### src/rtl/shift_pkg.sv
// Shared shifter definitions: operation encoding, default payload layout and a width helper.
// The ALU imports this package as well, so the encodings here are fixed.
package shift_pkg;

    typedef enum logic [1:0] {
        SHIFT_SLL = 2'b00,
        SHIFT_SRL = 2'b01,
        SHIFT_ROL = 2'b10,
        SHIFT_SRA = 2'b11
    } shift_op_t;

    function automatic int log2ceil(input int n);
        int r;
        r = 0;
        for (int i = 0; i < 31; i++) begin
            if ((1 << i) < n) r = i + 1;
        end
        return r;
    endfunction

    localparam int SHIFT_N     = 32;
    localparam int SHIFT_TAG_W = 4;
    localparam int SHIFT_L     = log2ceil(SHIFT_N);

    // Stage payload for the default datapath width.
    typedef struct packed {
        logic [SHIFT_N-1:0]     data;
        shift_op_t              op;
        logic [SHIFT_L-1:0]     shamt;
        logic                   sign;
        logic [SHIFT_TAG_W-1:0] tag;
    } shift_payload_t;

endpackage

### src/rtl/shift_stage.sv
// One pipeline stage of the barrel shifter: conditionally shifts by 2^K and registers
// the result together with the payload that travels alongside it.
module shift_stage
    import shift_pkg::*;
#(
    parameter int N     = 32,
    parameter int TAG_W = 4,
    parameter int K     = 0
) (
    input  logic                    clk,
    input  logic                    rst,
    input  logic                    adv,
    input  logic                    in_valid,
    input  logic [N-1:0]            in_data,
    input  shift_op_t               in_op,
    input  logic [log2ceil(N)-1:0]  in_shamt,
    input  logic                    in_sign,
    input  logic [TAG_W-1:0]        in_tag,
    output logic                    out_valid,
    output logic [N-1:0]            out_data,
    output shift_op_t               out_op,
    output logic [log2ceil(N)-1:0]  out_shamt,
    output logic                    out_sign,
    output logic [TAG_W-1:0]        out_tag
);

    localparam int L = log2ceil(N);
    localparam int S = 1 << K;
    localparam logic [N-1:0] ONES = '1;

    typedef struct packed {
        logic [N-1:0]     data;
        shift_op_t        op;
        logic [L-1:0]     shamt;
        logic             sign;
        logic [TAG_W-1:0] tag;
    } payload_t;

    payload_t     pl_q;
    logic         valid_q;
    logic [N-1:0] shifted;

    // The SRA fill comes from the carried sign of the original operand, not the current MSB.
    always_comb begin
        shifted = in_data;
        if (in_shamt[K]) begin
            unique case (in_op)
                SHIFT_SLL: shifted = in_data << S;
                SHIFT_SRL: shifted = in_data >> S;
                SHIFT_ROL: shifted = (in_data << S) | (in_data >> (N - S));
                SHIFT_SRA: shifted = (in_data >> S) | (in_sign ? ~(ONES >> S) : '0);
            endcase
        end
    end

    always_ff @(posedge clk or posedge rst) begin
        if (rst) begin
            valid_q <= 1'b0;
            pl_q    <= '0;
        end else if (adv) begin
            valid_q    <= in_valid;
            pl_q.data  <= shifted;
            pl_q.op    <= in_op;
            pl_q.shamt <= in_shamt;
            pl_q.sign  <= in_sign;
            pl_q.tag   <= in_tag;
        end
    end

    assign out_valid = valid_q;
    assign out_data  = pl_q.data;
    assign out_op    = pl_q.op;
    assign out_shamt = pl_q.shamt;
    assign out_sign  = pl_q.sign;
    assign out_tag   = pl_q.tag;

endmodule

### src/rtl/shifter_pipelined.sv
// Pipelined barrel shifter (SLL/SRL/ROL/SRA) built from log2(N) registered stages.
// Handshake: a transfer happens on any edge where valid && ready; the whole pipe advances together.
module shifter_pipelined
    import shift_pkg::*;
#(
    parameter int N       = 32,
    parameter int TAG_W   = 4,
    localparam int L      = $clog2(N)
) (
    input  logic             clk,
    input  logic             rst,
    input  logic             in_valid,
    output logic             in_ready,
    input  logic [N-1:0]     in_data,
    input  logic [L-1:0]     in_shamt,
    input  shift_op_t        in_op,
    input  logic [TAG_W-1:0] in_tag,
    output logic             out_valid,
    input  logic             out_ready,
    output logic [N-1:0]     out_data,
    output logic [TAG_W-1:0] out_tag
);

    logic             v_c  [L+1];
    logic [N-1:0]     d_c  [L+1];
    shift_op_t        op_c [L+1];
    logic [L-1:0]     sh_c [L+1];
    logic             sg_c [L+1];
    logic [TAG_W-1:0] tg_c [L+1];
    logic             adv;

    // Stalls are global: bubbles keep their slot rather than being squeezed out.
    assign adv      = !v_c[L] || out_ready;
    assign in_ready = adv;

    assign v_c[0]  = in_valid;
    assign d_c[0]  = in_data;
    assign op_c[0] = in_op;
    assign sh_c[0] = in_shamt;
    assign sg_c[0] = in_data[N-1];
    assign tg_c[0] = in_tag;

    for (genvar k = 0; k < L; k++) begin : g_stage
        shift_stage #(
            .N     (N),
            .TAG_W (TAG_W),
            .K     (k)
        ) u_stage (
            .clk       (clk),
            .rst       (rst),
            .adv       (adv),
            .in_valid  (v_c[k]),
            .in_data   (d_c[k]),
            .in_op     (op_c[k]),
            .in_shamt  (sh_c[k]),
            .in_sign   (sg_c[k]),
            .in_tag    (tg_c[k]),
            .out_valid (v_c[k+1]),
            .out_data  (d_c[k+1]),
            .out_op    (op_c[k+1]),
            .out_shamt (sh_c[k+1]),
            .out_sign  (sg_c[k+1]),
            .out_tag   (tg_c[k+1])
        );
    end

    assign out_valid = v_c[L];
    assign out_data  = d_c[L];
    assign out_tag   = tg_c[L];

endmodule

### config.mk
export PLATFORM = sky130hd
export DESIGN_NAME = shifter_pipelined
export DESIGN_NICKNAME = d
export VERILOG_FILES = /design/src/rtl/shift_pkg.sv /design/src/rtl/shift_stage.sv /design/src/rtl/shifter_pipelined.sv
export SDC_FILE = /design/constraint.sdc
export NUM_CORES = 1
export LEC_CHECK = 0
export CAP_MARGIN = 25
export CORE_ASPECT_RATIO = 0.6
export CORE_MARGIN = 2
export CORE_UTILIZATION = 35
export CTS_CLUSTER_DIAMETER = 60
export CTS_CLUSTER_SIZE = 20
export DETAILED_ROUTE_END_ITERATION = 8
export PLACE_DENSITY = 0.56
export SLEW_MARGIN = 20
export SYNTH_ARGS = -nofsm -noshare
export SYNTH_HDL_FRONTEND = slang
export SYNTH_HIERARCHICAL = 1
export SYNTH_SLANG_ARGS = --single-unit
### constraint.sdc
create_clock -name clk -period 2.1 [get_ports clk]
set_input_delay 0.42 -clock clk [delete_from_list [all_inputs] [get_ports clk]]
set_output_delay 0.42 -clock clk [all_outputs]
set_load 0.005 [all_outputs]
== After elaboration in Yosys (flattened, before gate mapping) ==
Index checks and enable logic that the tools add are counted.

* Register bits after elaboration: 217
* Output and inout bits: 38
* Logic and storage cells: 74

* Mux-type cells: 15
* Equal/unequal tests: 15
* Bitwise gates (word level): 10
* Reductions and logical operators: 7

{| class="wikitable"
|+ Operator list
! operator !! count
|-
| 32-bit one-hot mux with 4 select lines || 5
|-
| 32-bit two-way mux || 10
|-
| 16-bit by 32-bit OR with 32-bit output || 1
|-
| 24-bit by 32-bit OR with 32-bit output || 1
|-
| 28-bit by 32-bit OR with 32-bit output || 1
|-
| 30-bit by 32-bit OR with 32-bit output || 1
|-
| 31-bit by 32-bit OR with 32-bit output || 1
|-
| 32-bit by 1-bit OR with 32-bit output || 1
|-
| 32-bit by 16-bit OR with 32-bit output || 1
|-
| 32-bit by 2-bit OR with 32-bit output || 1
|-
| 32-bit by 4-bit OR with 32-bit output || 1
|-
| 32-bit by 8-bit OR with 32-bit output || 1
|-
| 2-bit equality test, second input constant || 10
|-
| 2-bit by 1-bit equality test with 1-bit output, second input constant || 5
|-
| 2-bit logical NOT || 5
|-
| 1-bit logical NOT || 1
|-
| 1-bit logical OR || 1
|}

== Logic depth before layout (Yosys ltp) ==
Gate-level depths: netlist (run 1).

* Depth in word-level cells: 4
* Mapped depth: 6
* Mapped depth without buffers: 4

== Modules after synthesis ==
Netlist (run 1), hierarchy kept.

{| class="wikitable"
|+ By module, submodules not included
! module !! area each (um^2) !! cells an instance !! seq. area each (um^2) !! times used
|-
| shift_stage (g_stage[0].u_stage) || 2438.6 || 208 || 1126.1 || 1
|-
| shift_stage (g_stage[1].u_stage) || 2361.0 || 206 || 1126.1 || 1
|-
| shift_stage (g_stage[2].u_stage) || 2239.6 || 201 || 1126.1 || 1
|-
| shift_stage (g_stage[3].u_stage) || 2209.6 || 192 || 1126.1 || 1
|-
| shift_stage (g_stage[4].u_stage) || 1945.6 || 159 || 1126.1 || 1
|-
| shifter_pipelined || 6.3 || 1 || 0.0 || 1
|}

== Worst setup path after synthesis (run 1) ==
Ideal clock, no wire load.

* Kind: input -> register
* Start: input out_ready
* End: register g_stage[4].u_stage/out_op[1] (netlist name)
* Path buffers: 2
* Arrival time: 1.858 ns
* Stages: 4
* Required time: 1.975 ns
* Slack: 0.118 ns
* Cells stage by stage: nand2b_1 clkbuf_2 buf_4 mux2_2

{| class="wikitable"
|+ RTL lines
! element !! RTL line !! RTL
|-
| from (decl) || shifter_pipelined.sv:19 || <nowiki>input logic out_ready,</nowiki>
|}

== Final worst setup path (run 1) ==
* Start: register g_stage[4].u_stage.valid_q
* End: output out_valid

{| class="wikitable"
|+ RTL lines
! element !! RTL line !! RTL
|-
| from (decl) || shift_stage.sv:40 || <nowiki>logic valid_q;</nowiki>
|-
| from (signal assigned) || shift_stage.sv:61 || <nowiki>valid_q <= in_valid;</nowiki>
|-
| to (decl) || shifter_pipelined.sv:18 || <nowiki>output logic out_valid,</nowiki>
|}

No word-level cell between the ends.

==> results of run 1 <==
[registers in the layout (all words and copies together) (netlist names)]
| register | flops |
|---|---|
| g_stage.u_stage/out_data | 160 |
| g_stage.u_stage/out_op | 8 |
| g_stage.u_stage/out_tag | 20 |
| g_stage.u_stage/out_shamt | 10 |
| g_stage.u_stage/out_valid | 5 |
| g_stage.u_stage/out_sign | 4 |
[final timing paths]
check | slack [ns] | depth (start not counted) | to
worst max-delay path | 0.20 | 1 | out_valid
worst min-delay path | 0.25 | 2 | g_stage[0].u_stage/out_shamt[2]
worst max register to register | 0.42 | 5 | g_stage[2].u_stage/out_data[9]
worst min register to register | 0.49 | 1 | g_stage[0].u_stage/out_tag[3]
max in group asynchronous | 1.24 | 3 | g_stage[4].u_stage/out_data[23]
min in group clk | 0.37 | 3 | g_stage[0].u_stage/out_data[0]
[area by class of cell]
cell class	instances	area [um2]
well taps	408	510
fillers	2871	17500
multi-input cells	641	4720
clock inverters	7	66.3
clock buffers	18	429
inverters	7	26.3
repair buffers	125	1370
flip-flops and latches	207	5180
[stage by stage]
step	cells	setup slack [ns]	TNS, ns	hold slack [ns]	instance area (um2)
finish	1413	0.202	0	0.252	12300
global route	1413	0.147	0	0.259	12300
CTS	1413	0.164	0	0.240	12300
detailed placement	1388	-0.0317	-0.0600	0.477	11800
global placement	1388	-0.0305	-0.0305	0.468	11800
floorplan	926	0.162	0	0.452	10600
[timing repair]
action / in CTS / in global routing
setup buffers: 0 / 0
gates resized for setup: 1 / 0
setup endpoints to repair: 1 / 0
[layer usage]
metal	up-vias	track usage [%]
li1	3470	-
met1	3809	29.7
met2	213	24.1
met3	20	3.37
met4	0	2.61
met5	-	0
[power by group through the flow]
stage	clock [W]	sequential [W]	combinational, W
3_5_place_dp	0	0.00794	0.00730
5_1_grt	0.00331	0.00814	0.00804
2_1_floorplan	0	0.00692	0.00551
6_report	0.00308	0.00788	0.00734
4_1_cts	0.00317	0.00788	0.00732
3_3_place_gp	0	0.00795	0.00722
==> flow_metrics.tcl, run 1 <==
set metrics [dict create \
    power_w 0.0183 \
    worstPathRequired_ns 1.68 \
    die_area_um2 31600 \
    initial_core_util_pct 35.4 \
    wirelength_um 28200 \
    final_common_cell "dfrtp_1" \
    cts_tree "built" \
    critPathCaptureType "output port" \
    route.met2.wl_um 11200 \
    grt_pass1_vias 7401 \
    cp_slowest_stage_delay_ns 0.54 \
    critPathLaunch "g_stage[4].u_stage/out_valid" \
    leakagePower_nw 5.09 \
    start_kind "flop" \
    criticalPathCategory "reg2out" \
    nets 1045 \
    ant_nets 0 \
    numClockSinks 207 \
    avgSynthCellArea_um2 11.4 \
    syn_area_um2 10600 \
    grt_pass1_wl_um 45400 \
    r2r_start "g_stage[4].u_stage/out_valid" \
    antenna_found_initial 0 \
    setup_violations 0 \
    vias_per_cell 5.32 \
    drt-initial-drc-count 610 \
    die_h_um 139 \
    h-tree-depth 1 \
    cts_buffers 16 \
    drtPass1Iterations 5 \
    cap_violations 0 \
    p_sw_share_pct 39.0 \
    slowest_stage "clkdlybuf4s50_1" \
    grt_max_degree 54 \
    route.met3.wl_um 1690 \
    area_growth_pct 16.5 \
    ios 85 \
    final_min_period_over_clock_period_pct 90.4 \
    crit_family "buffers and inverters" \
    seq_power_share_pct 43.1 \
    ctsRootBufferMaster "clkbuf_16" \
    relSlewSlack_pct 52.3 \
    ir_drop_uv 612 \
    yosys_warnings 6 \
    wl_per_cell_um 20.0 \
    p_switching_w 0.00714 \
    tightest_slew_ns 0.714 \
    hold_class "in2async" \
    vias 7512 \
    drc 0 \
    utilization_pct 41.3 \
    drive_gt1_share_pct 16.8 \
    fin_worst_skew_ns 0.0206 \
    fp.dieW_um 228 \
    hold_buffers 0 \
    pwr-share-clk_pct 16.8 \
    synthCells 926 \
    overflow 0 \
    final_cell_mix "207 x dfrtp_1, 105 x nor2b_1, 98 x mux2i_1, 89 x a21oi_1, 82 x clkdlybuf4s50_1" \
    numPortBuffers 84 \
    clock_latency_ns 0.50 \
    crit_arrival_ns 1.48 \
    coreArea_um2 29800 \
    dp_hpwl_um 19900 \
    gr-usage-all-layers_pct 17.9 \
    p_int_w 0.0112 \
    syn_nets 973 \
    fmax_mhz 527 \
    crit_path_max_fanout 3 \
    rows 49 \
    clk_pin_slew_worst_paths_ns 0.08 \
    routedLengthMet1_um 15000 \
    pwr-share-comb_pct 40.1 \
    powerDensity_nw_per_um2 1490 \
    top_layer "met4" \
    finalCriticalPeriod_ns 1.90 \
    routabilityCongestion 0.826 \
    n_antenna_cell 0 \
    cp_cell_sequence "clkdlybuf4s50_1" \
    slew_viol_final 0 \
    cp_num_buf_inv 1 \
    rsz0062_at_grt "false" \
    status "complete, no violations" \
    clk_path_buf_depth 3 \
    finalHoldViolCount 0 \
]
Power figures use the tool's default switching activity.
==> inputs of run 2 (changes only) <==
--- a/config.mk
+++ b/config.mk
@@ -5,14 +5,15 @@
 export SDC_FILE = /design/constraint.sdc
 export NUM_CORES = 1
 export LEC_CHECK = 0
+export ABC_AREA = 0
 export CAP_MARGIN = 25
 export CORE_ASPECT_RATIO = 0.6
-export CORE_MARGIN = 2
-export CORE_UTILIZATION = 35
+export CORE_MARGIN = 3
+export CORE_UTILIZATION = 59
 export CTS_CLUSTER_DIAMETER = 60
 export CTS_CLUSTER_SIZE = 20
 export DETAILED_ROUTE_END_ITERATION = 8
-export PLACE_DENSITY = 0.56
+export PLACE_DENSITY = 0.84
 export SLEW_MARGIN = 20
 export SYNTH_ARGS = -nofsm -noshare
 export SYNTH_HDL_FRONTEND = slang
==> run 2 against run 1 <==
Register-to-register slack worse by 0.11 ns. Via count is 0.77% higher. Sequential cell count did not move. Critical path type unchanged. Die area fell by 38%.
==> flow_metrics.tcl, run 2 (synthesized netlist as in run 1, its figures left out) <==
set metrics [dict create \
    status "complete, no violations" \
    die_area_um2 19600 \
    worstPathRequired_ns 1.68 \
    dp_hpwl_um 17800 \
    crit_path_max_fanout 3 \
    drive_gt1_share_pct 16.2 \
    hold_class "in2async" \
    rsz0062_at_grt "false" \
    area_growth_pct 13.0 \
    slowest_stage "clkdlybuf4s50_1" \
    drtPass1Iterations 4 \
    p_int_w 0.0109 \
    crit_arrival_ns 1.49 \
    slew_viol_final 0 \
    largest_register_ffs 160 \
    pwr-share-comb_pct 40.9 \
    gr-usage-all-layers_pct 26.6 \
    clock_latency_ns 0.48 \
    clk_path_buf_depth 3 \
    finalCriticalPeriod_ns 1.91 \
    grt_max_degree 56 \
    numPortBuffers 84 \
    n_antenna_cell 0 \
    routabilityCongestion 0.856 \
    coreArea_um2 17300 \
    rows 37 \
    tightest_slew_ns 0.750 \
    ios 85 \
    cts_buffers 14 \
    clk_pin_slew_worst_paths_ns 0.08 \
    fmax_mhz 524 \
    die_h_um 110 \
    seqCellArea_um2 5180 \
    powerDensity_nw_per_um2 1490 \
    numClockSinks 207 \
    p_sw_share_pct 38.6 \
    ctsRootBufferMaster "clkbuf_16" \
    final_cell_mix "206 x dfrtp_1, 104 x nor2b_1, 98 x mux2i_1, 89 x a21oi_1, 82 x clkdlybuf4s50_1" \
    leakagePower_nw 5.03 \
    cp_slowest_stage_delay_ns 0.49 \
    start_kind "flop" \
    seq_power_share_pct 43.8 \
    vias_per_cell 6.16 \
    pwr-share-clk_pct 15.3 \
    fp.dieW_um 179 \
    fill_cells 1264 \
    initial_core_util_pct 61.0 \
    wl_per_cell_um 20.7 \
    grt_pass1_vias 7485 \
    finalHoldViolCount 0 \
    critPathCaptureType "output port" \
    fin_worst_skew_ns 0.0264 \
    antenna_found_initial 0 \
    final_min_period_over_clock_period_pct 90.8 \
    cap_violations 0 \
    nets 1038 \
    grt_pass1_wl_um 41600 \
    power_w 0.0178 \
    vias 7570 \
    drt-initial-drc-count 808 \
    cts_tree "built" \
    p_switching_w 0.00688 \
    whs_ns 0.354 \
    cp_cell_sequence "buf_4, clkdlybuf4s50_1" \
    ir_drop_uv 829 \
    multi_input_area_um2 4720 \
    ant_nets 0 \
    setup_violations 0 \
    criticalPathCategory "reg2out" \
    overflow 0 \
    drc 0 \
    relSlewSlack_pct 49.8 \
    wirelength_um 25400 \
    final_common_cell "dfrtp_1" \
    h-tree-depth 1 \
]
[run 2: cell types whose count changed in the layout (fill, tap and decap cells not counted), sizes merged]
cell and change:
buf -5, dlygate4sd2 -1, dlymetal6s2s +1, inv -3
clkbuf -1, clkinvlp -1, clkinv -1
[run 2: cell type report]
cell class / instances / share of cell area, %
clock buffers: 17 / 3.38
multi-input cells: 641 / 39.6
repair buffers: 120 / 10.9
inverters: 7 / 0.220
clock inverters: 2 / 0.115
flip-flops and latches: 207 / 43.4
well taps: 234 / 2.45
[run 2: path summary, 6_finish.rpt]
path | depth (start not counted) | slack [ns] | from | to
max in group asynchronous | 3 | 1.22 | rst | g_stage[4].u_stage/out_valid
min | 2 | 0.35 | rst | g_stage[3].u_stage/out_tag[1]
max reg2reg | 5 | 0.31 | g_stage[4].u_stage/out_valid | g_stage[2].u_stage/out_data[19]
max | 2 | 0.19 | g_stage[4].u_stage/out_valid | out_valid
min reg2reg | 1 | 0.49 | g_stage[0].u_stage/out_tag[3] | g_stage[0].u_stage/out_tag[3]
min in group clk | 3 | 0.41 | in_op[0] | g_stage[0].u_stage/out_data[0]
[run 2: metrics by stage]
step                      TNS, ns  utilization, %  setup slack [ns]  area, um2  instances
after CTS                       0            68.8            0.0121      11900       1227
after global placement      -4.63            66.4            -0.159      11500       1208
final                           0            68.9             0.193      11900       1228
after global routing            0            68.9             0.147      11900       1228
after detailed placement    -5.22            66.4            -0.221      11500       1208
after floorplan                 0               -             0.162      10600        926
[run 2: timing repair]
item | CTS | global route
setup buffers | 0 | 1
gates resized for setup | 0 | 2
endpoints found under the setup margin | 0 | 1
hold buffers | 0 | 0
[run 2: worst max-delay path: cells and delay by family, from the launching register on]
family                 cells  cell delay (ns)
DFF                        1             0.42
buffers and inverters      2             0.61
[run 2: per-layer routing]
layer  share of wire [%]  vias up  global-route usage (%)
li1                    -     3448                       -
met1                  48     3810                    42.2
met2                  43      286                    38.3
met3                 7.6       26                    5.76
met4                 1.1        0                    4.00
met5                   0        -                       0
[run 2: power by group through the flow]
| stage | clock, W | sequential [W] | combinational (W) |
|---|---|---|---|
| after floorplan | 0 | 0.00692 | 0.00551 |
| after global placement | 0 | 0.00775 | 0.00690 |
| after detailed placement | 0 | 0.00778 | 0.00714 |
| after CTS | 0.00272 | 0.00773 | 0.00719 |
| after global routing | 0.00288 | 0.00800 | 0.00797 |
| final | 0.00272 | 0.00780 | 0.00727 |
